===== src/rtl/cpe_column_ctrl.sv =====
// cpe_column_ctrl: sequencer for one column of ROWS chained compensation PEs.
// It preloads the 4-bit compensation weights down the weight-pass chain, bottom
// row first. It then pops N activation vectors from the feeder, applies per-row
// systolic skew, and flags valid compensation sums at the column bottom.
//
// Ports:
//   clk, rst              clock; synchronous active-high reset
//   start                 1-cycle tile start pulse, honoured only when idle
//   cw_base, num_vec      weight base address and vector count, sampled on start
//   cw_rd_en, cw_addr     compensation memory read port
//   cw_rd_data            memory read data, one cycle after cw_rd_en
//   cw_data, cw_valid     weight and shift enable into the CPE column
//   act_avail, act_rd_en  activation feeder handshake (pop is same-cycle)
//   act_valid[ROWS]       skewed per-row activation valid
//   out_valid             bottom CPE output valid
//   busy, done            tile status

module cpe_column_ctrl #(
    parameter int unsigned ROWS   = 8,
    parameter int unsigned ADDR_W = 8,
    parameter int unsigned CNT_W  = 8
) (
    input  logic              clk,
    input  logic              rst,
    input  logic              start,
    input  logic [ADDR_W-1:0] cw_base,
    input  logic [CNT_W-1:0]  num_vec,
    output logic              cw_rd_en,
    output logic [ADDR_W-1:0] cw_addr,
    input  logic [3:0]        cw_rd_data,
    output logic [3:0]        cw_data,
    output logic              cw_valid,
    input  logic              act_avail,
    output logic              act_rd_en,
    output logic [ROWS-1:0]   act_valid,
    output logic              out_valid,
    output logic              busy,
    output logic              done
);

    localparam int unsigned LCNT_W = $clog2(ROWS);

    typedef enum logic [2:0] {
        S_IDLE,
        S_LOAD,
        S_WLAT,
        S_COMPUTE,
        S_DRAIN,
        S_DONE
    } state_t;

    state_t             state, state_nxt;
    logic [LCNT_W-1:0]  lcnt, lcnt_nxt;
    logic [CNT_W-1:0]   pcnt, pcnt_nxt;
    logic [CNT_W-1:0]   ocnt, ocnt_nxt;
    logic [CNT_W-1:0]   nvec, nvec_nxt;
    logic [ADDR_W-1:0]  addr_nxt;
    logic [CNT_W-1:0]   pcnt_inc;
    logic [CNT_W-1:0]   ocnt_inc;

    assign pcnt_inc = pcnt + CNT_W'(1);
    assign ocnt_inc = ocnt + CNT_W'(1);

    // Weight pass-through; gated so the chain sees zero outside shift cycles.
    assign cw_data = cw_valid ? cw_rd_data : 4'd0;

    // Next-state, counters and the combinational feeder pop.
    always_comb begin
        state_nxt = state;
        lcnt_nxt  = lcnt;
        pcnt_nxt  = pcnt;
        ocnt_nxt  = ocnt;
        nvec_nxt  = nvec;
        addr_nxt  = cw_addr;
        act_rd_en = 1'b0;
        case (state)
            S_IDLE: begin
                if (start) begin
                    state_nxt = S_LOAD;
                    nvec_nxt  = num_vec;
                    addr_nxt  = cw_base + ADDR_W'(ROWS - 1);
                    lcnt_nxt  = '0;
                    pcnt_nxt  = '0;
                    ocnt_nxt  = '0;
                end
            end
            S_LOAD: begin
                // Bottom row's weight is read first so it travels furthest.
                if (lcnt == LCNT_W'(ROWS - 1)) begin
                    state_nxt = S_WLAT;
                end else begin
                    lcnt_nxt = lcnt + LCNT_W'(1);
                    addr_nxt = cw_addr - ADDR_W'(1);
                end
            end
            S_WLAT: begin
                state_nxt = (nvec == '0) ? S_DONE : S_COMPUTE;
            end
            S_COMPUTE: begin
                // Early results can already emerge here when the feeder stalls.
                if (out_valid) ocnt_nxt = ocnt_inc;
                if (act_avail) begin
                    act_rd_en = 1'b1;
                    pcnt_nxt  = pcnt_inc;
                    if (pcnt_inc == nvec) state_nxt = S_DRAIN;
                end
            end
            S_DRAIN: begin
                if (out_valid) begin
                    ocnt_nxt = ocnt_inc;
                    if (ocnt_inc == nvec) state_nxt = S_DONE;
                end
            end
            S_DONE: begin
                state_nxt = S_IDLE;
            end
            default: begin
                state_nxt = S_IDLE;
            end
        endcase
    end

    // State, counters, skew chain and registered outputs.
    always_ff @(posedge clk) begin
        if (rst) begin
            state     <= S_IDLE;
            lcnt      <= '0;
            pcnt      <= '0;
            ocnt      <= '0;
            nvec      <= '0;
            cw_addr   <= '0;
            cw_rd_en  <= 1'b0;
            cw_valid  <= 1'b0;
            act_valid <= '0;
            out_valid <= 1'b0;
            busy      <= 1'b0;
            done      <= 1'b0;
        end else begin
            state     <= state_nxt;
            lcnt      <= lcnt_nxt;
            pcnt      <= pcnt_nxt;
            ocnt      <= ocnt_nxt;
            nvec      <= nvec_nxt;
            cw_addr   <= addr_nxt;
            cw_rd_en  <= (state_nxt == S_LOAD);
            cw_valid  <= cw_rd_en;
            act_valid <= {act_valid[ROWS-2:0], act_rd_en};
            out_valid <= act_valid[ROWS-1];
            busy      <= (state_nxt != S_IDLE);
            done      <= (state_nxt == S_DONE);
        end
    end

endmodule


===== config.mk =====
export PLATFORM = sky130hd
export DESIGN_NAME = cpe_column_ctrl
export DESIGN_NICKNAME = d
export VERILOG_FILES = /design/src/rtl/cpe_column_ctrl.sv
export SDC_FILE = /design/constraint.sdc
export NUM_CORES = 1
export LEC_CHECK = 0
export ABC_AREA = 1
export BUFFER_PORTS_ARGS = -buffer_cell sky130_fd_sc_hd__buf_4
export CAP_MARGIN = 0
export CELL_PAD_IN_SITES_DETAIL_PLACEMENT = 1
export CELL_PAD_IN_SITES_GLOBAL_PLACEMENT = 1
export CORE_AREA = 2 2 107 109
export DETAILED_ROUTE_END_ITERATION = 10
export DIE_AREA = 0 0 109 111
export PLACE_DENSITY_LB_ADDON = 0.15
export SLEW_MARGIN = 20
export SYNTH_ARGS = -nofsm -noshare
export SYNTH_HDL_FRONTEND = slang
export SYNTH_SLANG_ARGS = --single-unit

===== constraint.sdc =====
create_clock -name clk -period 1.8 [get_ports clk]
set_clock_uncertainty 0.1 [all_clocks]
set_input_delay 0.36 -clock clk [delete_from_list [all_inputs] [get_ports clk]]
set_output_delay 0.36 -clock clk [all_outputs]
set_load 0.1 [all_outputs]

; ---- After elaboration in Yosys (flattened, before gate mapping)
; Cells that the tools add are included.
[word_totals]
word_cells = 63
output_inout_bits = 26
regBits = 51
input_bits = 24
[classes]
muxes = 22
add_sub_neg = 5
n_reduce_logical = 11
eq_ne = 13
[ops]
columns = op, count
row1 = case mux 8 bit (2 select lines), 3
row2 = two-way mux 8 bit, 5
row3 = two-way mux 3 bit, 9
row4 = "adder 8 x 1 -> 8 bit, second input constant", 2
row5 = equality test 8 bit, 2
row6 = case mux 3 bit (5 select lines), 1
row7 = "equality test 3 bit, second input constant", 3
row8 = AND reduction 3 bit, 3
row9 = "adder 8 x 3 -> 8 bit, second input constant", 1
row10 = logical NOT 8 bit, 1
row11 = "subtractor 8 x 1 -> 8 bit, second input constant", 1
row12 = "equality test 3 x 1 -> 1 bit, second input constant", 2
row13 = "equality test 3 x 2 -> 1 bit, second input constant", 2
row14 = "inequality test 2 bit, second input constant", 3
row15 = case mux 3 bit (2 select lines), 1
row16 = nonzero test 2 bit, 3
row17 = two-way mux 4 bit, 1
row18 = "adder 3 x 1 -> 3 bit, second input constant", 1
row19 = logical NOT 3 bit, 1
row20 = nonzero test 3 bit, 1
row21 = two-way mux 1 bit, 2
row22 = "inequality test 2 x 1 -> 1 bit, second input constant", 1
row23 = AND reduction 2 bit, 1
row24 = OR reduction 2 bit, 1

; ---- Depth between registers and ports, before layout
; Gate-level depths: netlist of the first run.
[logic_depth]
word_depth = 6
depth_mapped = 14
depth_no_buf = 14

; ---- Worst setup path before layout of the first run
; OpenSTA, ideal clock, no wires.
[synth_timing]
kind = register -> register
startpoint = reg cw_addr[0]
endpoint = reg cw_addr[6]
path_buffers = 0
arrival_time_ns = 2.020
setup_time_ns = 0.061
synth_period_minus_slack_ns = 2.181
path_slack_ns = -0.381
stages_incl_launch_ff = 12
cell_sequence = dfxtp_1 > inv_1 > ha_1 > nand2_1 > nor2_1 > nand2_1 > a21oi_1 > o21ai_0 > nand2_1 > nand2_1 > o211ai_1 > inv_1
[synth_between]
elab_chain_len = 3
[synth_rtl]
columns = item, line_no
row1 = start: declaration, 29  ; output logic [ADDR_W-1:0] cw_addr,
row2 = start signal: assignment, 144  ; cw_addr <= addr_nxt;
row3 = subtractor 8 x 1 -> 8 bit, 93  ; addr_nxt = cw_addr - ADDR_W'(1);
row4 = two-way mux 8 bit, 89  ; if (lcnt == LCNT_W'(ROWS - 1)) begin
row5 = case mux 8 bit (2 select lines), 76  ; case (state)
; No other way between the ends. The select of a mux whose other input is x is not followed.
; A chain may end at the register's enable or synchronous reset.

; ---- Worst setup path in the final report of the first run
[layout_timing]
startpoint = reg state[0]
endpoint = out act_rd_en
[layout_between]
elab_chain_len = 2
[layout_rtl]
columns = item, line_no
row1 = start: declaration, 52  ; state_t state, state_nxt;
row2 = start signal: assignment, 139  ; state <= state_nxt;
row3 = equality test 3 x 2 -> 1 bit, 76
row4 = two-way mux 1 bit, 76
row5 = end: declaration, 34  ; output logic act_rd_en,
; No other way between the ends.

==> results.txt, run 1 <==
Worst min path class: primary input to flop
Num CTS Buffers: 5
Placed Cells incl. Taps: 663
Slowest CP cell: dfxtp_2
Post-Layout Cell Count: 678
Critical Path Fanout Max: 3
I/O Pins: 50
Status: finished, violations left
Clock Power Share: 0.327
Vias in the first global route: 3220
Synth Flop Type: dfxtp_1
Yosys cell types: 37
Final setup fails: 1
Nets: 564
Critical path type: flop to output pin
Critical-path cell list: inv_2 -> nor3_4 -> buf_6 -> nand2_8 -> clkinv_4 -> buf_12
Tmin final: 1.80 ns
Die Height: 111 um
Ranking of synthesized cells by area: dfxtp_1, nand2_1, inv_1, nand3_1, a21oi_1
Async S/R FF share, synth: 0
Sum Neg Setup Slack: -0.00472 ns
Initial antenna violation count: 0
Clock Latency Late Sink: 0.30 ns
PortBufs: 49
Leakage power: 1.83 nW
Synth cell count leaders: nand2_1, inv_1, dfxtp_1
Comb pwr share: 0.268
Inserted Diodes: 0
Clock root cell: clkbuf_16
Sw Share: 0.345
Pwr Density: 741 nW/um^2
GP Congestion: 0.788
Crit-path max cell delay: 0.36 ns
CP startpoint: state[0]
Register area share after synthesis: 0.355
Total gr overflow: 0
Max VDD drop: 0.356 mV
Hold_buf cts: 0
Detail Route Antenna Nets: 0
Tightest Pin Transition: 0.319 ns
Share of power burned in registers: 0.405
Synth area leader: dfxtp_1
YS warnings: 0
Critical path's top delay family: buffers and inverters
Row count: 39
HP Start: num_vec[0]
WHS: 0.250 ns
Top cell type's share of synthesized area: 0.355
Core Area: 11100 um^2
Register clock-pin slew on the reported worst setup and hold paths: 0.07 ns
CTS tree: yes
Max_cap viols: 0
Tot GR Track Use: 0.163
Wirelength, routed: 9320 um
Max-slew violations: 0
WP data arrival: 1.34 ns
Area Overhead vs Synth: 44.9%
Vias per Instance: 4.59
Syn Area/Cell: 6.49 um^2
Die area: 12100 um^2
Critical path required time: 1.34 ns
Routed WL per cell: 13.8 um
Mapped Nets: 473
Slew headroom: 0.786
Crit Reg-Reg Startpoint: pcnt[1]
Final Total Pwr: 0.00309 W
Type of destination of the critical path: output pin
Final worst path period share: 1.00
Net Switching: 0.00106 W
Crit path buffers/inverters: 4
Worst-case clock buffer depth: 2
Htree depth: 2
Maximum number of pins on one net before global-route repair: 25
First-pass detailed-route iteration total: 3
Syn Inst Count: 443
Sink Count: 51
Yosys reg bits: 51
F_max: 0.554 GHz
Initial Utilization: 0.260
Cell-internal power: 0.00202 W
Share of cells above drive strength 1: 0.336
Final hold vios: 0
Setup crit start kind: flop
DR DRC count: 0
DR iter-0 viols: 64
Vias: 3112
HPWL Detailed: 7200 um
Die width: 109 um
Most frequent cell after synthesis: nand2_1
Unrepaired setup endpoints after global routing: yes
Number of synthesized flops with an enable pin: 0
Post-Syn Area: 2880 um^2
Setup ws final: -0.00472 ns
# fillers: 1402
Failing checks: setup timing
First-pass GRT wire length: 15600 um
## power by group through the flow
stage / Combinational, W / Clock (W) / Sequential, W
global route: 0.000907 / 0.00111 / 0.00126
CTS: 0.000780 / 0.00104 / 0.00126
finish: 0.000826 / 0.00101 / 0.00125
detailed placement: 0.000771 / 0 / 0.00128
global placement: 0.000763 / 0 / 0.00128
floorplan: 0.000332 / 0 / 0.00147
## worst paths after layout
check,endpoint,slack (ns),depth (start not counted)
worst max-delay path,act_rd_en,-0.005,6
worst min-delay path,nvec[0],0.25,3
worst max register to register,busy,0.04,13
worst min register to register,cw_valid,0.32,2
## metrics by stage
stage	setup slack, ns	utilization	area, um^2
floorplan	-0.00745	-	2900
global placement	-0.111	0.334	3700
detailed placement	-0.138	0.334	3700
CTS	-0.00654	0.357	3960
global route	-0.122	0.376	4170
finish	-0.00472	0.376	4170
## flip-flops by register name, summed over array words and instances (netlist names)
signal,flops
ocnt,8
busy,1
lcnt,3
state,3
out_valid,1
nvec,8
cw_rd_en,1
act_valid,8
cw_valid,1
cw_addr,8
done,1
pcnt,8
## layout by cell type (no fill, tap or decap), types with 4 or more instances in the layout
cell type   Yosys  final
nor2_1         42     32
nand2_1       105     93
clkbuf_16       0      6
buf_6           1      5
nand3_2         1      4
inv_1          65     58
buf_4           1     86
nand3_1        45     41
o21ai_1         4      4
ha_1            6      4
nor2_2          2     11
clkinvlp_4      0      6
dfxtp_1        51     32
xor2_1          6      6
dfxtp_2         0     16
nand2_2         4     15
a21oi_1        33     31
nand4_1        13     13
o21ai_0        28     26
## kinds of logic after synthesis
group                      after synthesis  synth area share
adders and majority gates                6            0.0261
buffers and inverters                   81             0.111
AOI/OAI and AO/OA                       75             0.140
and+or+nand+nor                        223             0.346
DFF                                     51             0.355
muxes                                    1           0.00348
xor gates and xnor gates                 6            0.0183
## cell type report
class | count | area, um^2 | area share
Clock inverter | 2 | 16.3 | 0.00390
Sequential cell | 51 | 1050 | 0.252
Timing Repair Buffer | 95 | 787 | 0.189
Multi-Input combinational cell | 311 | 1700 | 0.408
Inverter | 70 | 294 | 0.0705
Tap cell | 143 | 179 | 0.0429
Clock buffer | 6 | 139 | 0.0333
## worst register-to-register path, delay by kind of cell (launching register included)
kind                       cells  cell delay, ns
adders and majority gates      1            0.19
DFF                            1            0.36
and+or+nand+nor               12            1.01
## layer usage
layer / up-vias / global-route usage / wire length [um]
met3: 7 / 0.0288 / 229
li1: 1608 / - / -
met2: 26 / 0.281 / 4820
met5: - / 0 / 0
met1: 1471 / 0.207 / 4170
met4: 0 / 0.0410 / 102
## what timing repair did
item,CTS,global route
pin swaps,10,15
setup endpoints to repair,13,17
cloned,0,1
resized for setup,24,49
buffers inserted,4,2
No activity file was read; power rests on OpenSTA's default activity.
==> run 2, diff against run 1 <==
--- a/config.mk
+++ b/config.mk
@@ -14,6 +14,7 @@
 export DETAILED_ROUTE_END_ITERATION = 10
 export DIE_AREA = 0 0 109 111
 export PLACE_DENSITY_LB_ADDON = 0.15
+export SKIP_LAST_GASP = 1
 export SLEW_MARGIN = 20
 export SYNTH_ARGS = -nofsm -noshare
 export SYNTH_HDL_FRONTEND = slang
==> run 2 against run 1 <==
Compared with the run above:
- worst setup slack about the same
- global-route usage unchanged
- non-clock buffer count unchanged
- combinational power barely moved
- utilization down 0.079 points
- cell count stayed put
- maximum frequency hardly changed
- critical endpoint unchanged
- flip-flop and latch count did not move
- the run still ends with setup timing left
- critical path depth is the same
==> results.txt, run 2 (synthesized netlist as in run 1, its figures left out) <==
Die area: 12100 um^2 (unchanged)
Core Area: 11100 um^2 (unchanged)
Worst min path class: primary input to flop
Slew headroom: 0.786 (unchanged)
DR DRC count: 0 (unchanged)
Share of cells above drive strength 1: 0.333 (-0.00374)
Die Height: 111 um (unchanged)
Most frequent cells in the layout: nand2_1, buf_4, inv_1
Initial antenna violation count: 0 (unchanged)
Design area: 4160 um^2 (-0.21%)
Final hold vios: 0 (unchanged)
Total gr overflow: 0 (unchanged)
Max VDD drop: 0.356 mV (unchanged)
Critical-path cell list: inv_2 -> nor3_4 -> buf_6 -> nand2_8 -> clkinv_4 -> buf_12
Vias in the first global route: 3220 (unchanged)
F_max: 0.554 GHz (about the same)
Num CTS Buffers: 5 (unchanged)
Pwr Density: 742 nW/um^2 (+0.19%)
Cell-internal power: 0.00202 W (about the same)
GP Congestion: 0.788 (unchanged)
Leakage power: 1.83 nW (about the same)
Final setup fails: 1 (unchanged)
Crit-path max cell delay: 0.36 ns (about the same)
Crit path buffers/inverters: 4 (unchanged)
Htree depth: 2 (unchanged)
Sink Count: 51 (unchanged)
Nets: 564 (unchanged)
Detail Route Antenna Nets: 0 (unchanged)
PortBufs: 49 (unchanged)
Maximum number of pins on one net before global-route repair: 25 (unchanged)
Type of destination of the critical path: output pin
Placed cell area: 3700 um^2 (unchanged)
Clock root cell: clkbuf_16
Share of power burned in registers: 0.405 (about the same)
Critical Path Fanout Max: 3 (unchanged)
Final worst path period share: 1.00 (about the same)
CTS tree: yes
Initial Utilization: 0.260 (unchanged)
Row count: 39 (unchanged)
Vias: 3093 (-0.61%)
Clock Latency Late Sink: 0.30 ns (about the same)
Vias per Instance: 4.56 (-0.61%)
DR iter-0 viols: 61 (-4.7%)
Critical path required time: 1.34 ns (about the same)
WP data arrival: 1.34 ns (about the same)
Tmin final: 1.80 ns (-0.000235 ns)
Setup ws final: -0.00449 ns (+0.000235 ns)
Post-Route Utilization: 0.376 (-0.000791)
Routed WL per cell: 13.7 um (-0.20%)
Footprint of the multi-input gates: 1700 um^2 (-0.29%)
First-pass detailed-route iteration total: 4 (+1)
Max_cap viols: 0 (unchanged)
Area Overhead vs Synth: 44.6%
Comb pwr share: 0.267 (about the same)
Setup crit start kind: flop
Hold_buf cts: 0 (unchanged)
HPWL Detailed: 7200 um (unchanged)
Tightest Pin Transition: 0.319 ns (unchanged)
Inserted Diodes: 0 (unchanged)
Critical path's top delay family: buffers and inverters
Clock Power Share: 0.327 (about the same)
Sum Neg Setup Slack: -0.00449 ns (+0.000235 ns)
Slowest CP cell: dfxtp_2
Net Switching: 0.00106 W (about the same)
I/O Pins: 50 (unchanged)
Reg area: 1050 um^2 (unchanged)
Register clock-pin slew on the reported worst setup and hold paths: 0.07 ns (about the same)
Commonest non-fill, non-tap cell in the layout: nand2_1
Sw Share: 0.345 (about the same)
Max-slew violations: 0 (unchanged)
Worst-case clock buffer depth: 2 (unchanged)
Critical path type: flop to output pin
Wirelength, routed: 9300 um (-0.20%)
# fillers: 1397 (-0.36%)
Final Total Pwr: 0.00309 W (about the same)
Failing checks: setup timing
Tot GR Track Use: 0.163 (unchanged)
Die width: 109 um (unchanged)
First-pass GRT wire length: 15600 um (unchanged)
Status: finished, violations left
Unrepaired setup endpoints after global routing: yes
run 2: cell counts in the layout (fill, tap and decap cells not counted):
Identical to the previous run, type by type.
run 2: per-layer routing:
layer / wire (um) / global-route usage
met2: 4830 / 0.281
met5: 0 / 0
met1: 4120 / 0.207
met3: 253 / 0.0288
met4: 106 / 0.0410
run 2: through the flow:
step | setup slack, ns | hold slack, ns | cells
final | -0.00449 | 0.246 | 678
after global placement | -0.111 | 0.308 | 663
after global routing | -0.140 | 0.262 | 678
after detailed placement | -0.138 | 0.317 | 663
after CTS | -0.00654 | 0.245 | 675
after floorplan | -0.00745 | 0.358 | 443
run 2: worst register-to-register path, stage by stage, from the launching register on:
cell and delay, ns:
dfxtp_4 0.37, ha_4 0.18, nand2_1 0.08, inv_1 0.06, nor2_1 0.04, nand2_1 0.05, nand2_1 0.07, nor2_2 0.10
o21ai_2 0.08, nor2_2 0.14, nand3_2 0.09, nand2_2 0.09, nand2_2 0.06, nand2_2 0.07, nand3_1 0.07
run 2: cell type report:
class / count / area share
Tap cell: 143 / 0.0430
Clock inverter: 2 / 0.00391
Timing Repair Buffer: 95 / 0.188
Inverter: 70 / 0.0707
Clock buffer: 6 / 0.0334
Sequential cell: 51 / 0.253
Multi-Input combinational cell: 311 / 0.408
run 2: power by group through the flow:
| stage | logic, W | registers [W] | clock network (W) |
|---|---|---|---|
| 6_report | 0.000826 | 0.00125 | 0.00101 |
| 4_1_cts | 0.000780 | 0.00126 | 0.00104 |
| 3_5_place_dp | 0.000771 | 0.00128 | 0 |
| 2_1_floorplan | 0.000332 | 0.00147 | 0 |
| 3_3_place_gp | 0.000763 | 0.00128 | 0 |
| 5_1_grt | 0.000907 | 0.00126 | 0.00111 |
run 2: repair_timing:
item	CTS	global route
cloned	0	1
buffers inserted	4	2
gates resized for setup	24	46
hold endpoints to repair	0	0
setup endpoints to repair	13	17
pin swaps	10	15
run 2: path summary, 6_finish.rpt:
kind         slack, ns  startpoint  cells past startpoint         to
max             -0.004    state[0]                      6  act_rd_en
min               0.25  num_vec[0]                      3    nvec[0]
min reg2reg       0.32    cw_rd_en                      2   cw_valid
max reg2reg       0.05     pcnt[1]                     14       busy
